--- src/rtl/wb_stage_ctrl.sv ---
// Writeback stage controller: selects the writeback source, waits for load data,
// extracts and extends the loaded value, and registers the register-file write.
module wb_stage_ctrl #(
    parameter int XLEN  = 32,
    parameter int RA_W  = 5,
    parameter int CNT_W = 32
) (
    input  logic                          clk,
    input  logic                          rst,
    input  logic                          flush,
    input  logic                          in_valid,
    output logic                          in_ready,
    input  logic                          in_regwrite,
    input  logic [RA_W-1:0]               in_rd,
    input  logic [1:0]                    in_wb_sel,
    input  logic [2:0]                    in_funct3,
    input  logic [$clog2(XLEN/8)-1:0]     in_addr_lo,
    input  logic [XLEN-1:0]               in_alu,
    input  logic [XLEN-1:0]               in_pc4,
    input  logic [XLEN-1:0]               in_csr,
    input  logic                          mem_rsp_valid,
    input  logic [XLEN-1:0]               mem_rsp_data,
    output logic                          rf_we,
    output logic [RA_W-1:0]               rf_waddr,
    output logic [XLEN-1:0]               rf_wdata,
    output logic                          misalign_err,
    output logic [CNT_W-1:0]              retired_cnt
);

    localparam int AW = $clog2(XLEN/8);

    typedef enum logic {
        IDLE,
        WAIT_MEM
    } state_t;

    state_t state_q, state_d;

    logic [RA_W-1:0] ld_rd_q;
    logic            ld_rw_q;
    logic [2:0]      ld_f3_q;
    logic [AW-1:0]   ld_alo_q;

    logic            accept;
    logic            latch_en;
    logic            cmp;
    logic            cmp_rw;
    logic            cmp_mis;
    logic [RA_W-1:0] cmp_rd;
    logic [XLEN-1:0] cmp_data;

    logic [XLEN-1:0] shifted;
    logic [XLEN-1:0] load_data;
    logic            load_mis;

    // Load extraction works on the word shifted down to the addressed byte lane.
    always_comb begin
        shifted   = mem_rsp_data >> {ld_alo_q, 3'b000};
        load_data = mem_rsp_data;
        load_mis  = 1'b0;
        case (ld_f3_q)
            3'b000: load_data = XLEN'($signed(shifted[7:0]));
            3'b100: load_data = XLEN'(shifted[7:0]);
            3'b001: begin
                load_data = XLEN'($signed(shifted[15:0]));
                load_mis  = ld_alo_q[0];
            end
            3'b101: begin
                load_data = XLEN'(shifted[15:0]);
                load_mis  = ld_alo_q[0];
            end
            3'b010: begin
                load_data = XLEN'($signed(shifted[31:0]));
                load_mis  = (ld_alo_q[1:0] != 2'b00);
            end
            3'b110: begin
                if (XLEN == 64) begin
                    load_data = XLEN'(shifted[31:0]);
                    load_mis  = (ld_alo_q[1:0] != 2'b00);
                end
            end
            3'b011: begin
                if (XLEN == 64) begin
                    load_mis = (ld_alo_q != '0);
                end
            end
            default: load_data = mem_rsp_data;
        endcase
    end

    // NOTE: every always_comb output gets a default first so no path infers a latch.
    always_comb begin
        in_ready = (state_q == IDLE) && !flush && !rst;
        accept   = in_valid && in_ready;
        state_d  = state_q;
        latch_en = 1'b0;
        cmp      = 1'b0;
        cmp_rw   = in_regwrite;
        cmp_rd   = in_rd;
        cmp_mis  = 1'b0;
        case (in_wb_sel)
            2'd2:    cmp_data = in_pc4;
            2'd3:    cmp_data = in_csr;
            default: cmp_data = in_alu;
        endcase

        case (state_q)
            IDLE: begin
                if (accept) begin
                    if (in_wb_sel == 2'd1) begin
                        latch_en = 1'b1;
                        state_d  = WAIT_MEM;
                    end else begin
                        cmp = 1'b1;
                    end
                end
            end
            WAIT_MEM: begin
                // A flush drops the load even when the response arrives in the same cycle.
                if (flush) begin
                    state_d = IDLE;
                end else if (mem_rsp_valid) begin
                    cmp      = 1'b1;
                    cmp_rw   = ld_rw_q;
                    cmp_rd   = ld_rd_q;
                    cmp_data = load_data;
                    cmp_mis  = load_mis;
                    state_d  = IDLE;
                end
            end
            default: state_d = IDLE;
        endcase
    end

    always_ff @(posedge clk) begin
        if (rst) begin
            state_q      <= IDLE;
            rf_we        <= 1'b0;
            rf_waddr     <= '0;
            rf_wdata     <= '0;
            misalign_err <= 1'b0;
            retired_cnt  <= '0;
        end else begin
            state_q      <= state_d;
            rf_we        <= cmp && cmp_rw && (cmp_rd != '0) && !cmp_mis;
            misalign_err <= cmp && cmp_mis;
            if (cmp) begin
                rf_waddr    <= cmp_rd;
                rf_wdata    <= cmp_data;
                retired_cnt <= retired_cnt + CNT_W'(1);
            end
        end
    end

    // NOTE: the latched load fields are only read in WAIT_MEM, which is always
    // entered through a latch, so they carry no reset.
    always_ff @(posedge clk) begin
        if (latch_en) begin
            ld_rd_q  <= in_rd;
            ld_rw_q  <= in_regwrite;
            ld_f3_q  <= in_funct3;
            ld_alo_q <= in_addr_lo;
        end
    end

endmodule

--- config.mk ---
export PLATFORM = sky130hd
export DESIGN_NAME = wb_stage_ctrl
export DESIGN_NICKNAME = d
export VERILOG_FILES = /design/src/rtl/wb_stage_ctrl.sv
export SDC_FILE = /design/constraint.sdc
export NUM_CORES = 1
export LEC_CHECK = 0
export ABC_CLOCK_PERIOD_IN_PS = 6000
export CORE_UTILIZATION = 46
export CTS_CLUSTER_DIAMETER = 40
export DETAILED_ROUTE_END_ITERATION = 10
export HOLD_SLACK_MARGIN = 0.05
export PLACE_DENSITY = 0.9
export SLEW_MARGIN = 20
export SYNTH_ARGS = -nofsm -noshare
export SYNTH_HDL_FRONTEND = slang
export SYNTH_SLANG_ARGS = --single-unit
export TNS_END_PERCENT = 100
--- constraint.sdc ---
create_clock -name clk -period 6 [get_ports clk]
set_input_delay 1.5 -clock clk [delete_from_list [all_inputs] [get_ports clk]]
set_output_delay 1.5 -clock clk [all_outputs]
set_load 0.1 [all_outputs]
# After elaboration in Yosys (flattened, before gate mapping)

Index checks and enable logic that the tools add are counted.

Register bits after elaboration: 83
Bits in latches: 0
Bits in writable memories: 0
Memory bits (read-only): 0
Bits of input ports: 146
Output and inout port bits: 72
Word-level logic and storage cells: 60
Memories: 0

Add/sub/neg operators: 1
$mul: 0
Divide/modulo/power cells: 0
Magnitude comparators: 0
Equal/unequal tests: 7
Shift operators: 1
Mux-type cells: 26
Bitwise gates (word level): 1
Reductions and logical operators: 14

Operators with widths:

| cell                                                 | number |
|---|---|
| case mux 32 bit (5 select lines)                     | 1 |
| two-way mux 32 bit                                   | 3 |
| case mux 32 bit (2 select lines)                     | 1 |
| adder 32 x 1 -> 32 bit (second input constant)       | 1 |
| right shift 32 x 5 -> 32 bit                         | 1 |
| two-way mux 1 bit                                    | 15 |
| two-way mux 5 bit                                    | 3 |
| logical AND 1 bit                                    | 7 |
| equality test 3 bit (second input constant)          | 2 |
| case mux 1 bit (2 select lines)                      | 3 |
| nonzero test 5 bit                                   | 1 |
| equality test 2 bit (second input constant)          | 2 |
| equality test 3 x 1 -> 1 bit (second input constant) | 1 |
| equality test 3 x 2 -> 1 bit (second input constant) | 1 |
| logical NOT 1 bit                                    | 3 |
| logical NOT 3 bit                                    | 1 |
| equality test 2 x 1 -> 1 bit (second input constant) | 1 |
| nonzero test 2 bit                                   | 1 |
| OR reduction 2 bit                                   | 1 |
| NOT 1 bit                                            | 1 |

# Depth between registers and ports, before layout

Depth after elaboration: 9
Gate-level depth with buffers: 7
Mapped depth without buffers: 6

# Worst setup path after synthesis

No wires, ideal clock.

Kind: input to output
Start point: input port flush
End point: output port in_ready
Arrival time: 3.662 ns
Data required time: 4.500 ns
Slack: 0.838 ns
Cell stages on the path: 1
Path buffers: 0
Cells stage by stage: nor3_1

Word-level cells in the longest chain between the ends: 3

Ends and longest elaborated chain:

| element                        | RTL line | source |
|---|---|---|
| from (decl)                    | 10       | `input logic flush,` |
| logical NOT 1 bit              | 93       | `in_ready = (state_q == IDLE) && !flush && !rst;` |
| logical AND 1 bit (2 in a row) | 93       |  |
| to (decl)                      | 12       | `output logic in_ready,` |

No other way between the ends.

# Final worst setup path

Ends and elaborated chain as after synthesis.

==> metrics.md <==
| Metric | Value |
|---|---|
| Status | `finished clean` |
| EDFF count, synth | `11` |
| Total Neg Setup Slack | `0 ns` |
| Flop2flop setup slack | `3.13 ns` |
| Met2 GRT Util | `54.7%` |
| Hold Path Cell Cnt | `2` |
| Area contributors post-synth | `dfxtp_1 (29%), mux2i_1 (9.8%), edfxtp_1 (6.7%)` |
| FF-to-FF End | `rf_wdata[28]` |
| Core Util, Final | `70.9%` |
| CTS Buffer Depth | `2` |
| RR Startpoint | `ld_alo_q[0]` |
| Most Crowded Layer GR | `met2` |
| Crit-path max FO | `6` |
| Register area share after synthesis | `36.1%` |
| Root Buffer | `clkbuf_8` |
| Relative slew slack | `28.8%` |
| DRC | `0` |
| Wire per inst | `18.4 um` |
| Post-synth top area cell | `dfxtp_1` |
| Setup bufs post-CTS | `0` |
| Tmin final | `4.24 ns` |
| Final ANT Viol Nets | `0` |
| Clock slew at reported path FFs | `0.09 ns` |
| Crit end category | `output pin` |
| Dominant synthesized flop cell | `dfxtp_1` |
| CP arrival | `2.74 ns` |
| TritonCTS Sinks | `83` |
| Port bufs | `217` |
| Commonest non-fill, non-tap cells in the layout | `clkdlybuf4s50_1 (213), nor2_1 (86), dfxtp_1 (72)` |
| Final Power | `0.00130 W` |
| Final global-route overflow total | `0` |
| Core area | `10,300 um^2` |
| CTS tree | `done` |
| Yosys reg bits | `83` |
| Worst setup path category | `input pin to output pin` |
| Die Ht | `105 um` |
| Synthesized area | `4910 um^2` |
| Yosys warnings | `0` |
| First-pass GRT wire length | `26.8 mm` |
| Final worst-path cycle share | `70.6%` |
| Final GP Congestion | `0.973` |
| Largest net degree at the start of global routing | `59` |
| WHS Endpoint | `rf_waddr[2]` |
| Net Count, Synth | `730` |
| H-tree levels | `3` |
| Req. time, crit path | `4.50 ns` |
| Die area | `11,100 um^2` |
| Leading cell type in the layout, fill and taps excluded | `clkdlybuf4s50_1` |
| Worst-margin pin slew | `1.07 ns` |
| Total Routing Usage GR | `30.5%` |
| Count of different cell masters after synthesis | `51` |
| Cts repair resizes | `0` |
| Multi-input gate area | `2940 um^2` |
| Max-slew violations | `0` |
| Layout cells sized above 1 | `4.63%` |
| Unrepaired setup endpoints after global routing | `no` |
| DR vias/cell | `6.01` |
| Tightest Hold Check Type | `flop to flop` |
| Hold_sp | `rf_waddr[2]` |
| Final WL | `16.8 mm` |
| Avg Cell Area, Syn | `8.43 um^2` |
| Antenna diode count | `0` |
| FMAX | `236 MHz` |
| Nets | `919` |
| Post-synth ARST share | `0%` |
| Synthesis-to-finish area growth | `48.9%` |
| Max Cap Viol | `0` |
| DRT iter0 DRCs | `311` |
| Via count | `5,491` |
| Starting Density | `47.6%` |
| Element type at the critical path start | `input pin` |
| IO Pins | `218` |
| Worst skew pair latency | `0.36 ns` |
| First-pass DRT Iterations | `5` |
| Initial antenna violation count | `0` |
| DP HPWL | `13.1 mm` |
| M1 GR Usage | `34.1%` |
| Pwr Density | `178 nW/um^2` |
| FF+latch area | `1770 um^2` |
| # hold bufs at CTS | `0` |
| Met3 GRT Util | `7.05%` |
| Num rows | `37` |
| Layout filler cell count | `807` |
| Maximum resistive drop on vdd | `0.000152 V` |
| FF-to-FF path depth | `5` |
| Final setup fails | `0` |
| Setup Skew | `0.0113 ns` |
| Final hold violation count | `0` |
| Mapped Cells | `583` |
| CTS buffer count | `9` |
| Post-synth top area share | `29.3%` |
| P_leak | `2.67 nW` |
| Die span in x | `105 um` |
| Vias in the first global route | `5,480` |
where the power goes:
group / total (W) / switching (W) / internal (W)
clock: 0.000409 / 0.000218 / 0.000191
combinational: 0.000307 / 0.000169 / 0.000138
sequential: 0.000583 / 0.00000964 / 0.000574
total: 0.00130 / 0.000397 / 0.000903
metrics by stage:
| step | area (um^2) | hold WS [ns] | setup WS [ns] | instances |
|---|---|---|---|---|
| 2_1_floorplan | 4910 | 0.516 | 0.838 | 583 |
| 3_5_place_dp | 7110 | 0.486 | 1.78 | 897 |
| 3_3_place_gp | 7110 | 0.464 | 1.80 | 897 |
| 6_report | 7320 | 0.498 | 1.76 | 913 |
| 4_1_cts | 7310 | 0.499 | 1.76 | 913 |
| 5_1_grt | 7320 | 0.526 | 1.67 | 913 |
critical path, cell delays in order:
cell and delay (ns):
clkdlybuf4s50_1 0.48, nor3_1 0.38, buf_4 0.37
cells by family (layout without fill, tap and decap cells):
logic type / Yosys count / in the layout / share of synthesized area, %
buffers and inverters: 54 / 248 / 4.25
AND/OR/NAND/NOR: 203 / 203 / 20.4
XOR/XNOR: 19 / 19 / 3.39
flip-flops: 83 / 83 / 36.1
AO/OA/AOI/OAI: 172 / 172 / 25.0
adder cells (fa/ha/maj): 1 / 1 / 0.255
multiplexers: 51 / 51 / 10.7
cell type report:
cell class	instances	share of cell area, %
inverters	10	0.513
clock buffers	11	2.22
repair buffers	222	30.0
flip-flops and latches	83	24.2
multi-input cells	446	40.2
well taps	136	2.33
clock inverters	5	0.547
cells in the mapped netlist, drive strengths merged (4+ instances only):
library cell / count
and3: 10
o2bb2ai: 20
xnor2: 4
mux2i: 48
clkbuf: 39
nand4: 16
edfxtp: 11
nand3: 14
dfxtp: 72
a221oi: 7
buf: 5
a211oi: 34
a211o: 8
a22o: 10
or3: 9
nor3: 14
nor2b: 5
nor2: 87
a21oi: 34
o21ai: 28
inv: 10
o221ai: 8
a311oi: 8
o211ai: 7
xor2: 15
nand2: 29
sequential cells by signal, summed over array words and instances (netlist names), 2 cells and up:
| signal | count |
|---|---|
| retired_cnt | 32 |
| ld_alo_q | 2 |
| ld_rd_q | 5 |
| rf_waddr | 5 |
| ld_f3_q | 3 |
| rf_wdata | 32 |
per-layer routing:
layer | part of all wire, % | up-vias
li1 | - | 2580
met1 | 39 | 2598
met2 | 50 | 264
met3 | 7.3 | 49
met4 | 3.5 | 0
met5 | 0 | -
worst max-delay path by stage:
stage | start | endpoint | slack (ns)
CTS | flush | in_ready | 1.76
global placement | flush | in_ready | 1.80
floorplan | flush | in_ready | 0.84
finish | flush | in_ready | 1.76
detailed placement | flush | in_ready | 1.78
global route | flush | in_ready | 1.67
Power figures use the tool's default switching activity.
